`config.mk`:
```
export PLATFORM = sky130hd
export DESIGN_NAME = pic_host_sequencer
export DESIGN_NICKNAME = d
export VERILOG_FILES = /design/src/rtl/pic_pkg.sv /design/src/rtl/pic_bus_timer.sv /design/src/rtl/pic_host_sequencer.sv
export SDC_FILE = /design/constraint.sdc
export NUM_CORES = 1
export LEC_CHECK = 0
export BUFFER_PORTS_ARGS = -buffer_cell sky130_fd_sc_hd__clkbuf_2
export CAP_MARGIN = 30
export CORE_MARGIN = 4
export CORE_UTILIZATION = 45
export DETAILED_ROUTE_END_ITERATION = 10
export PLACE_DENSITY = 0.8
export SLEW_MARGIN = 20
export SYNTH_ARGS = -nofsm -noshare
export SYNTH_HDL_FRONTEND = slang
export SYNTH_HIERARCHICAL = 1
export SYNTH_SLANG_ARGS = --single-unit
```
`constraint.sdc`:
```
create_clock -name clk -period 2.6 [get_ports clk]
set_clock_uncertainty 0.15 [all_clocks]
set_input_delay 0.52 -clock clk [delete_from_list [all_inputs] [get_ports clk]]
set_output_delay 0.52 -clock clk [all_outputs]
set_load 0.01 [all_outputs]
```
`src/rtl/pic_pkg.sv`:
```
// rtl/pic_pkg.sv - shared types and constants for the 8259A host sequencer
package pic_pkg;

    typedef enum logic [2:0] {
        ST_IDLE,
        ST_SETUP,
        ST_STROBE,
        ST_HOLD,
        ST_ACK1,
        ST_GAP,
        ST_ACK2
    } pic_state_t;

    localparam int ICW1_IC4  = 0;
    localparam int ICW1_SNGL = 1;
    localparam int ICW1_INIT = 4;

    localparam logic A0_ICW1  = 1'b0;
    localparam logic A0_ICW_N = 1'b1;

    // Index of the final ICW write: ICW2 always, plus ICW3 in cascade mode, plus ICW4 when requested
    function automatic logic [1:0] icw_last_index(input logic [7:0] icw1_value);
        return 2'd1 + {1'b0, ~icw1_value[ICW1_SNGL]} + {1'b0, icw1_value[ICW1_IC4]};
    endfunction

endpackage

```
`src/rtl/pic_bus_timer.sv`:
```
// rtl/pic_bus_timer.sv - loadable down-counter with terminal-count flag
module pic_bus_timer #(
    parameter int WIDTH = 2
) (
    input  logic             clk,
    input  logic             rst,
    input  logic             load,
    input  logic [WIDTH-1:0] load_value,
    output logic             done
);

    logic [WIDTH-1:0] count;

    // Reload on request, otherwise count down and park at zero
    always_ff @(posedge clk or posedge rst) begin
        if (rst) begin
            count <= '0;
        end else if (load) begin
            count <= load_value;
        end else if (count != '0) begin
            count <= count - 1'b1;
        end
    end

    assign done = (count == '0);

endmodule

```
`src/rtl/pic_host_sequencer.sv`:
```
// rtl/pic_host_sequencer.sv - CPU-side bus master sequencing 8259A init, commands and INTA cycles
module pic_host_sequencer
    import pic_pkg::*;
#(
    parameter int STROBE_CYCLES = 2,
    parameter int GAP_CYCLES    = 1
) (
    input  logic       clk,
    input  logic       rst,
    input  logic       init_start,
    input  logic [7:0] icw1,
    input  logic [7:0] icw2,
    input  logic [7:0] icw3,
    input  logic [7:0] icw4,
    output logic       init_busy,
    output logic       init_done,
    input  logic       cmd_valid,
    output logic       cmd_ready,
    input  logic       cmd_write,
    input  logic       cmd_a0,
    input  logic [7:0] cmd_data,
    output logic       rsp_valid,
    output logic [7:0] rsp_data,
    input  logic       int_in,
    input  logic       ack_enable,
    output logic       vec_valid,
    output logic [7:0] vec_data,
    output logic [7:0] pic_d_out,
    output logic       pic_d_oe,
    input  logic [7:0] pic_d_in,
    output logic       pic_a0,
    output logic       pic_cs_n,
    output logic       pic_rd_n,
    output logic       pic_wr_n,
    output logic       pic_inta_n
);

    localparam int MAX_CYC = (STROBE_CYCLES > GAP_CYCLES) ? STROBE_CYCLES : GAP_CYCLES;
    localparam int CW      = $clog2(MAX_CYC + 1);

    pic_state_t      state;
    logic            cur_write;
    logic            cur_init;
    logic [3:0][7:0] init_words;
    logic [3:0][7:0] seq_words;
    logic [1:0]      init_idx;
    logic [1:0]      init_last;
    logic            ack_sel;
    logic            t_load;
    logic [CW-1:0]   t_value;
    logic            t_done;

    // Acknowledge wins over commands in IDLE; the vec_valid cycle is kept free of a new ACK1
    assign ack_sel   = (state == ST_IDLE) && int_in && ack_enable && !init_busy && !vec_valid;
    assign cmd_ready = !rst && (state == ST_IDLE) && !init_busy && !ack_sel;

    // Pack the ICW list so that skipped words leave no holes; ICW1 always carries the INIT bit
    always_comb begin
        seq_words = {icw4, icw3, icw2, icw1};
        seq_words[0][ICW1_INIT] = 1'b1;
        if (icw1[ICW1_SNGL]) begin
            seq_words[2] = icw4;
        end
    end

    // Timer reloads while outside a timed state and on the last cycle of each timed state
    always_comb begin
        t_load  = 1'b1;
        t_value = CW'(STROBE_CYCLES - 1);
        case (state)
            ST_STROBE, ST_GAP, ST_ACK2: t_load = t_done;
            ST_ACK1: begin
                t_load  = t_done;
                t_value = CW'(GAP_CYCLES - 1);
            end
            default: ;
        endcase
    end

    pic_bus_timer #(.WIDTH(CW)) u_timer (
        .clk        (clk),
        .rst        (rst),
        .load       (t_load),
        .load_value (t_value),
        .done       (t_done)
    );

    // Main sequencer: bus strobes, init bookkeeping and pulse outputs, all registered
    always_ff @(posedge clk or posedge rst) begin
        if (rst) begin
            state      <= ST_IDLE;
            pic_cs_n   <= 1'b1;
            pic_rd_n   <= 1'b1;
            pic_wr_n   <= 1'b1;
            pic_inta_n <= 1'b1;
            pic_d_oe   <= 1'b0;
            pic_a0     <= 1'b0;
            pic_d_out  <= 8'h00;
            init_busy  <= 1'b0;
            init_done  <= 1'b0;
            rsp_valid  <= 1'b0;
            rsp_data   <= 8'h00;
            vec_valid  <= 1'b0;
            vec_data   <= 8'h00;
            cur_write  <= 1'b0;
            cur_init   <= 1'b0;
            init_words <= '0;
            init_idx   <= 2'd0;
            init_last  <= 2'd0;
        end else begin
            init_done <= 1'b0;
            rsp_valid <= 1'b0;
            vec_valid <= 1'b0;

            if (init_start && !init_busy) begin
                init_busy  <= 1'b1;
                init_words <= seq_words;
                init_last  <= icw_last_index(icw1);
                init_idx   <= 2'd0;
            end

            case (state)
                ST_IDLE: begin
                    if (init_busy) begin
                        state     <= ST_SETUP;
                        pic_cs_n  <= 1'b0;
                        pic_a0    <= (init_idx == 2'd0) ? A0_ICW1 : A0_ICW_N;
                        pic_d_oe  <= 1'b1;
                        pic_d_out <= init_words[init_idx];
                        cur_write <= 1'b1;
                        cur_init  <= 1'b1;
                    end else if (ack_sel) begin
                        state      <= ST_ACK1;
                        pic_inta_n <= 1'b0;
                    end else if (cmd_valid) begin
                        state     <= ST_SETUP;
                        pic_cs_n  <= 1'b0;
                        pic_a0    <= cmd_a0;
                        cur_write <= cmd_write;
                        cur_init  <= 1'b0;
                        if (cmd_write) begin
                            pic_d_oe  <= 1'b1;
                            pic_d_out <= cmd_data;
                        end
                    end
                end
                ST_SETUP: begin
                    state <= ST_STROBE;
                    if (cur_write) begin
                        pic_wr_n <= 1'b0;
                    end else begin
                        pic_rd_n <= 1'b0;
                    end
                end
                ST_STROBE: begin
                    if (t_done) begin
                        state    <= ST_HOLD;
                        pic_rd_n <= 1'b1;
                        pic_wr_n <= 1'b1;
                        if (!cur_write) begin
                            rsp_data  <= pic_d_in;
                            rsp_valid <= 1'b1;
                        end
                    end
                end
                ST_HOLD: begin
                    state    <= ST_IDLE;
                    pic_cs_n <= 1'b1;
                    pic_d_oe <= 1'b0;
                    if (cur_init) begin
                        if (init_idx == init_last) begin
                            init_done <= 1'b1;
                            init_busy <= 1'b0;
                            init_idx  <= 2'd0;
                        end else begin
                            init_idx <= init_idx + 2'd1;
                        end
                    end
                end
                ST_ACK1: begin
                    if (t_done) begin
                        state      <= ST_GAP;
                        pic_inta_n <= 1'b1;
                    end
                end
                ST_GAP: begin
                    if (t_done) begin
                        state      <= ST_ACK2;
                        pic_inta_n <= 1'b0;
                    end
                end
                ST_ACK2: begin
                    if (t_done) begin
                        state      <= ST_IDLE;
                        pic_inta_n <= 1'b1;
                        vec_data   <= pic_d_in;
                        vec_valid  <= 1'b1;
                    end
                end
                default: state <= ST_IDLE;
            endcase
        end
    end

endmodule

```
**After elaboration in Yosys (flattened, before gate mapping)**

Cells that the tools add are included.

- Bitwise gates (word level): 2
- Div/mod/pow operators: 0
- Multiply operators: 0
- Magnitude comparators: 1
- $add $sub $neg: 4
- Mux-type cells: 61
- Shifts and indexed selects: 0
- Reductions and logical operators: 34
- Equal/unequal tests: 21

Operator list:

| operator | count |
|---|---|
| 2-to-1 mux 8 bit | 6 |
| 2-to-1 mux 1 bit | 35 |
| 2-to-1 mux 3 bit | 7 |
| != test 2 bit, second input constant | 9 |
| one-hot mux 3 bit (6 select lines) | 1 |
| binary-select mux 8 bit (select 2 bit) | 1 |
| AND reduction 3 bit | 5 |
| 2-to-1 mux 2 bit | 6 |
| nonzero test 2 bit | 6 |
| AND reduction 5 bit | 2 |
| equality test 3 bit, second input constant | 3 |
| != test 3 bit, second input constant | 3 |
| logical AND 1 bit | 8 |
| one-hot mux 1 bit (2 select lines) | 4 |
| AND reduction 4 bit | 2 |
| equality test 3 x 2 -> 1 bit, second input constant | 2 |
| logical NOT 1 bit | 4 |
| logical NOT 2 bit | 2 |
| != test 4 bit, second input constant | 1 |
| OR reduction 4 bit | 1 |
| equality test 3 x 1 -> 1 bit, second input constant | 1 |
| logical NOT 3 bit | 1 |
| less-than comparator 2 x 3 -> 1 bit, second input constant | 1 |
| one-hot mux 1 bit (3 select lines) | 1 |
| other kinds (10) | 11 |

- Memories kept: 0
- ROM bits: 0
- Logic and storage cells: 146
- Output and inout bits: 35
- Register bits after elaboration: 77
- Bits in latches: 0
- RAM bits: 0

**Depth between registers and ports, before layout**

- Depth in word-level cells: 8
- Mapped depth: 7

**Cells and area by module**

The synthesis kept the hierarchy.

By module, submodules not included:

| module | times used | cells an instance | area each (sq um) |
|---|---|---|---|
| pic_host_sequencer | 1 | 288 | 3522.1 |
| pic_bus_timer | 1 | 13 | 127.6 |

**Worst setup path before layout**

OpenSTA, ideal clock, no wires.

- Path kind: register to register
- Start: register u_timer.count[1]
- End: register rsp_data[0]
- Buffers on the path: 1
- Data required time: 2.322 ns
- Library setup time: 0.128 ns
- Setup slack: 0.720 ns
- Clock period less this slack: 1.880 ns
- Arrival: 1.603 ns
- Stages on the path, launching flop included: 7
- Cell sequence: dfrtp_1 -> inv_1 -> ha_1 -> clkbuf_1 -> nand3b_2 -> nor2_8 -> mux2_1

- Word-level cells in the longest chain between the ends: 2

Ends and longest elaborated chain:

| what | RTL line | source |
|---|---|---|
| from (decl) | pic_bus_timer.sv:12 | `logic [WIDTH-1:0] count;` |
| from (signal assigned) | pic_bus_timer.sv:19 | `count <= load_value;` |
| from (signal assigned) | pic_bus_timer.sv:21 | `count <= count - 1'b1;` |
| logical NOT 2 bit | pic_bus_timer.sv:25 | `assign done = (count == '0);` |
| named net t_done | pic_host_sequencer.sv:51 | `logic t_done;` |
| AND reduction 3 bit (no source line) | -- |  |
| to (signal assigned) | pic_host_sequencer.sv:161 | `rsp_data <= pic_d_in;` |
| to (decl) | pic_host_sequencer.sv:23 | `output logic [7:0] rsp_data,` |

The timed path passes the listed nets, and every way through them passes these cells.
A chain may end at the register's enable or synchronous reset.

**Final worst setup path**

- Start: register state[1]
- End: output cmd_ready

- Word-level cells in the longest chain between the ends: 7

Ends and longest elaborated chain:

| what | RTL line | source |
|---|---|---|
| from (decl) | pic_host_sequencer.sv:41 | `pic_state_t state;` |
| from (signal assigned) | pic_host_sequencer.sv:91 | `state <= ST_IDLE;` |
| from (signal assigned) | pic_host_sequencer.sv:125 | `state <= ST_SETUP;` |
| from (signal assigned) | pic_host_sequencer.sv:133 | `state <= ST_ACK1;` |
| logical NOT 3 bit * | pic_host_sequencer.sv:54, pic_host_sequencer.sv:55 |  |
| logical AND 1 bit (4 in series) | pic_host_sequencer.sv:54 | `assign ack_sel = (state == ST_IDLE) && int_in && ack_enable && !init_busy && !vec_valid;` |
| logical NOT 1 bit | pic_host_sequencer.sv:55 | `assign cmd_ready = !rst && (state == ST_IDLE) && !init_busy && !ack_sel;` |
| logical AND 1 bit * | pic_host_sequencer.sv:55 |  |
| to (decl) | pic_host_sequencer.sv:18 | `output logic cmd_ready,` |

Every way passes the cells marked *; elsewhere a longest branch is shown, timed or not.

==> impl_metrics.tcl <==
set metrics [dict create \
    result_of_the_run "finished clean" \
    ant_nets 0 \
    post_synth_inst_count 301 \
    fin_crit_ns 2.36 \
    timing.critical_path.slowest_cell_delay_ns 0.54 \
    num-nets-final 454 \
    drv_cap 0 \
    die_height_um 98.1 \
    place.gp.congestion 0.772 \
    cts.reportedPaths.clkPinSlew_ns 0.07 \
    path_buf_inv 1 \
    post_cts_resized 0 \
    synthesis.yosys.warnings 6 \
    hold-path-cell-count 2 \
    clock-sinks 77 \
    synth_enable_flop_cells 0 \
    grt_setup_unrepaired "false" \
    rr_endpoint "rsp_data[1]" \
    floorplan.initialDensity_pct 46.7 \
    groute.usage.overall_pct 17.1 \
    share_of_flip_flops_with_an_asynchronous_set_or_reset_after_synthesis_pct 100 \
    final_hold_viol_count 0 \
    r2r_slack_ns 0.59 \
    maxSlewHeadroom_pct 66.1 \
    final_common_cell "sky130_fd_sc_hd__clkbuf_2" \
    critical_path_class "reg2out" \
    dp.final_hpwl_um 5600 \
    power_switching_mw 1.79 \
    avgSynthCellArea_um2 12.1 \
    critical-path-slowest-cell "sky130_fd_sc_hd__dfrtp_1" \
    port_buffers 89 \
    cell_internal_pwr_mw 3.11 \
    drt-pass1-iter-count 4 \
    antenna-diode-count 0 \
    drcViolationCount 0 \
    power.combinational.fraction_pct 40.4 \
    numCtsBuffers 9 \
    post-cts-setup-buffers 0 \
    final.hold.worst_slack_ns 0.235 \
    synth.cell_area_um2 3650 \
    critical_path.startpoint_type "flip-flop" \
    global_route_wire_length_before_repair_um 13200 \
    grt.overflow.total 0 \
    tritoncts_clock_tree "built" \
    standard_cell_row_count 32 \
    vias 2524 \
    largest_fanout_of_any_net_on_the_critical_path 14 \
    post-route-period-util_pct 90.8 \
    finalInstanceArea_um2 4420 \
    synth.ff_latch_count 77 \
    synth_ff_type "sky130_fd_sc_hd__dfrtp_1" \
    hold_path_startpoint "icw2[1]" \
    p_leak_nw 2.22 \
    path_cells "nor3_4 -> nand2_4 -> nor3_1 -> clkbuf_2" \
    critical_path_depth 4 \
    req_time_crit_path_ns 1.93 \
    antenna_violations_before_repair 0 \
    worstSetupEndpointType "primary output" \
    vias_per_cell 5.03 \
    p_clk_share_pct 15.9 \
    max_freq_ghz 0.423 \
    fraction_of_power_spent_switching_nets_pct 36.5 \
    cell_count_after_placement 485 \
    cpLargestDelayFamily "simple AND/OR/NAND/NOR gates" \
    drt_first_iter_violations 71 \
    synth-seq-area-share_pct 52.9 \
    timing_max_transition_violations_final 0 \
    wl_per_cell_um 15.2 \
    ctsHtreeMaxLevel 3 \
    final_layout_size_suffix_gt1_share_pct 34.0 \
    rr_worst_depth 5 \
    io_pins 91 \
    worst_skew_pair.late_latency_ns 0.35 \
    grt_max_degree 48 \
    synth.distinct_cells 45 \
    synth_fp_nets 360 \
    placed_cell_area_um2 4240 \
    drt_total_wl_um 7610 \
    worst_margin_slew_ns 0.507 \
    powerDensity_nw_per_um2 1110 \
    ir_worst_vdd_mv 0.504 \
    syn_to_final_growth_pct 21.0 \
    worstHoldPathType "in2reg" \
    floorplan.die.width_um 98.1 \
    finalSetupTns_ns 0 \
    max-clock-path-buffers 2 \
    commonest_cells_after_routing_fill_and_taps_aside "89 x sky130_fd_sc_hd__clkbuf_2, 73 x sky130_fd_sc_hd__dfrtp_1, 46 x sky130_fd_sc_hd__mux2_1" \
    cp.arrival_ns 1.69 \
    regToRegStartpoint "u_timer/count[1]" \
    timing.final.setup_violations 0 \
    cts.root.buffer_cell "sky130_fd_sc_hd__clkbuf_8" \
    die_area_um2 9620 \
    placeable_core_region_um2 7810 \
    post_layout_cell_count 502 \
    share_seq_of_total_power_pct 43.6 \
    worst_hold_path.endpoint "init_words[9]" \
    first_global_vias 2709 \
]
## flip-flops by register name (all words and copies together), names as in the netlist, 2 cells and up
name and count:
u_timer/count 2, state 3, init_idx 2, init_words 32, rsp_data 8, init_last 2
pic_d_out 8, vec_data 8
## timing repair
| item | CTS | global route |
|---|---|---|
| endpoints found under the hold margin | 2 | 0 |
| endpoints found under the setup margin | 0 | 0 |
| hold buffers | 1 | 0 |
## layout make-up
class | count | area (um2)
multi-input combinational | 192 | 1580
clock inverter | 6 | 41.3
inverter | 17 | 63.8
fill | 684 | 3390
tap | 102 | 128
sequential | 77 | 1930
timing repair buffer | 98 | 541
clock buffer | 10 | 128
## worst max path at each step
stage / start / to / slack [ns]
after global routing: state[1] / cmd_ready / 0.13
after global placement: state[1] / cmd_ready / 0.63
final: state[1] / cmd_ready / 0.24
after floorplan: rst / cur_init / 0.03
after detailed placement: state[1] / cmd_ready / 0.61
after CTS: state[1] / cmd_ready / 0.22
## metal layers
layer	vias to the layer above	GRT usage (%)	wire (um)
met2	61	28.1	3730
li1	1235	-	-
met4	0	5.75	110
met5	-	0	0
met3	12	4.50	395
met1	1216	22.0	3380
## through the flow
stage	utilization [%]	setup slack (ns)	total power, mW
global placement	54.3	0.627	4.05
finish	56.6	0.239	4.89
global route	56.6	0.131	5.29
floorplan	-	0.0266	3.51
CTS	56.6	0.221	4.95
detailed placement	54.3	0.611	4.16
## Yosys cell counts, drive strengths merged (6+ instances only)
library cell | n | area share (%)
a21oi | 7 | 0.96
buf | 9 | 1.4
clkbuf | 6 | 0.62
dfrtp | 73 | 50
inv | 17 | 1.7
mux2 | 54 | 17
mux2i | 16 | 4.4
nand2 | 29 | 3.2
nand3 | 6 | 0.96
nor2 | 12 | 2.1
nor2b | 7 | 1.4
o21ai | 16 | 2.2
o221ai | 8 | 1.9
## power by group through the flow
stage	logic, mW	registers (mW)	clock network, mW
after detailed placement	2.00	2.15	0
after CTS	2.01	2.14	0.805
final	1.98	2.13	0.781
after floorplan	1.37	2.14	0
after global placement	1.93	2.12	0
after global routing	2.21	2.21	0.865
## worst reg2reg max path: cells and delay by family, from the launching register on
| family | cells | cell delay, ns |
|---|---|---|
| AND/OR/NAND/NOR | 2 | 0.46 |
| buffers and inverters | 1 | 0.07 |
| multiplexers | 1 | 0.35 |
| flip-flops | 1 | 0.42 |
| adder cells (fa/ha/maj) | 1 | 0.44 |
## kinds of logic (layout without fill, tap and decap cells)
| family | after synthesis | after routing | share of synthesized area, % |
|---|---|---|---|
| AOI/OAI and AO/OA | 44 | 44 | 7.88 |
| xor gates and xnor gates | 2 | 2 | 0.480 |
| adders and majority gates | 3 | 3 | 1.03 |
| buffers and inverters | 32 | 131 | 3.77 |
| DFF | 77 | 77 | 52.9 |
| muxes | 70 | 70 | 21.9 |
| other | 1 | 1 | 0.103 |
| and+or+nand+nor | 72 | 72 | 11.9 |
Power figures use the tool's default switching activity.
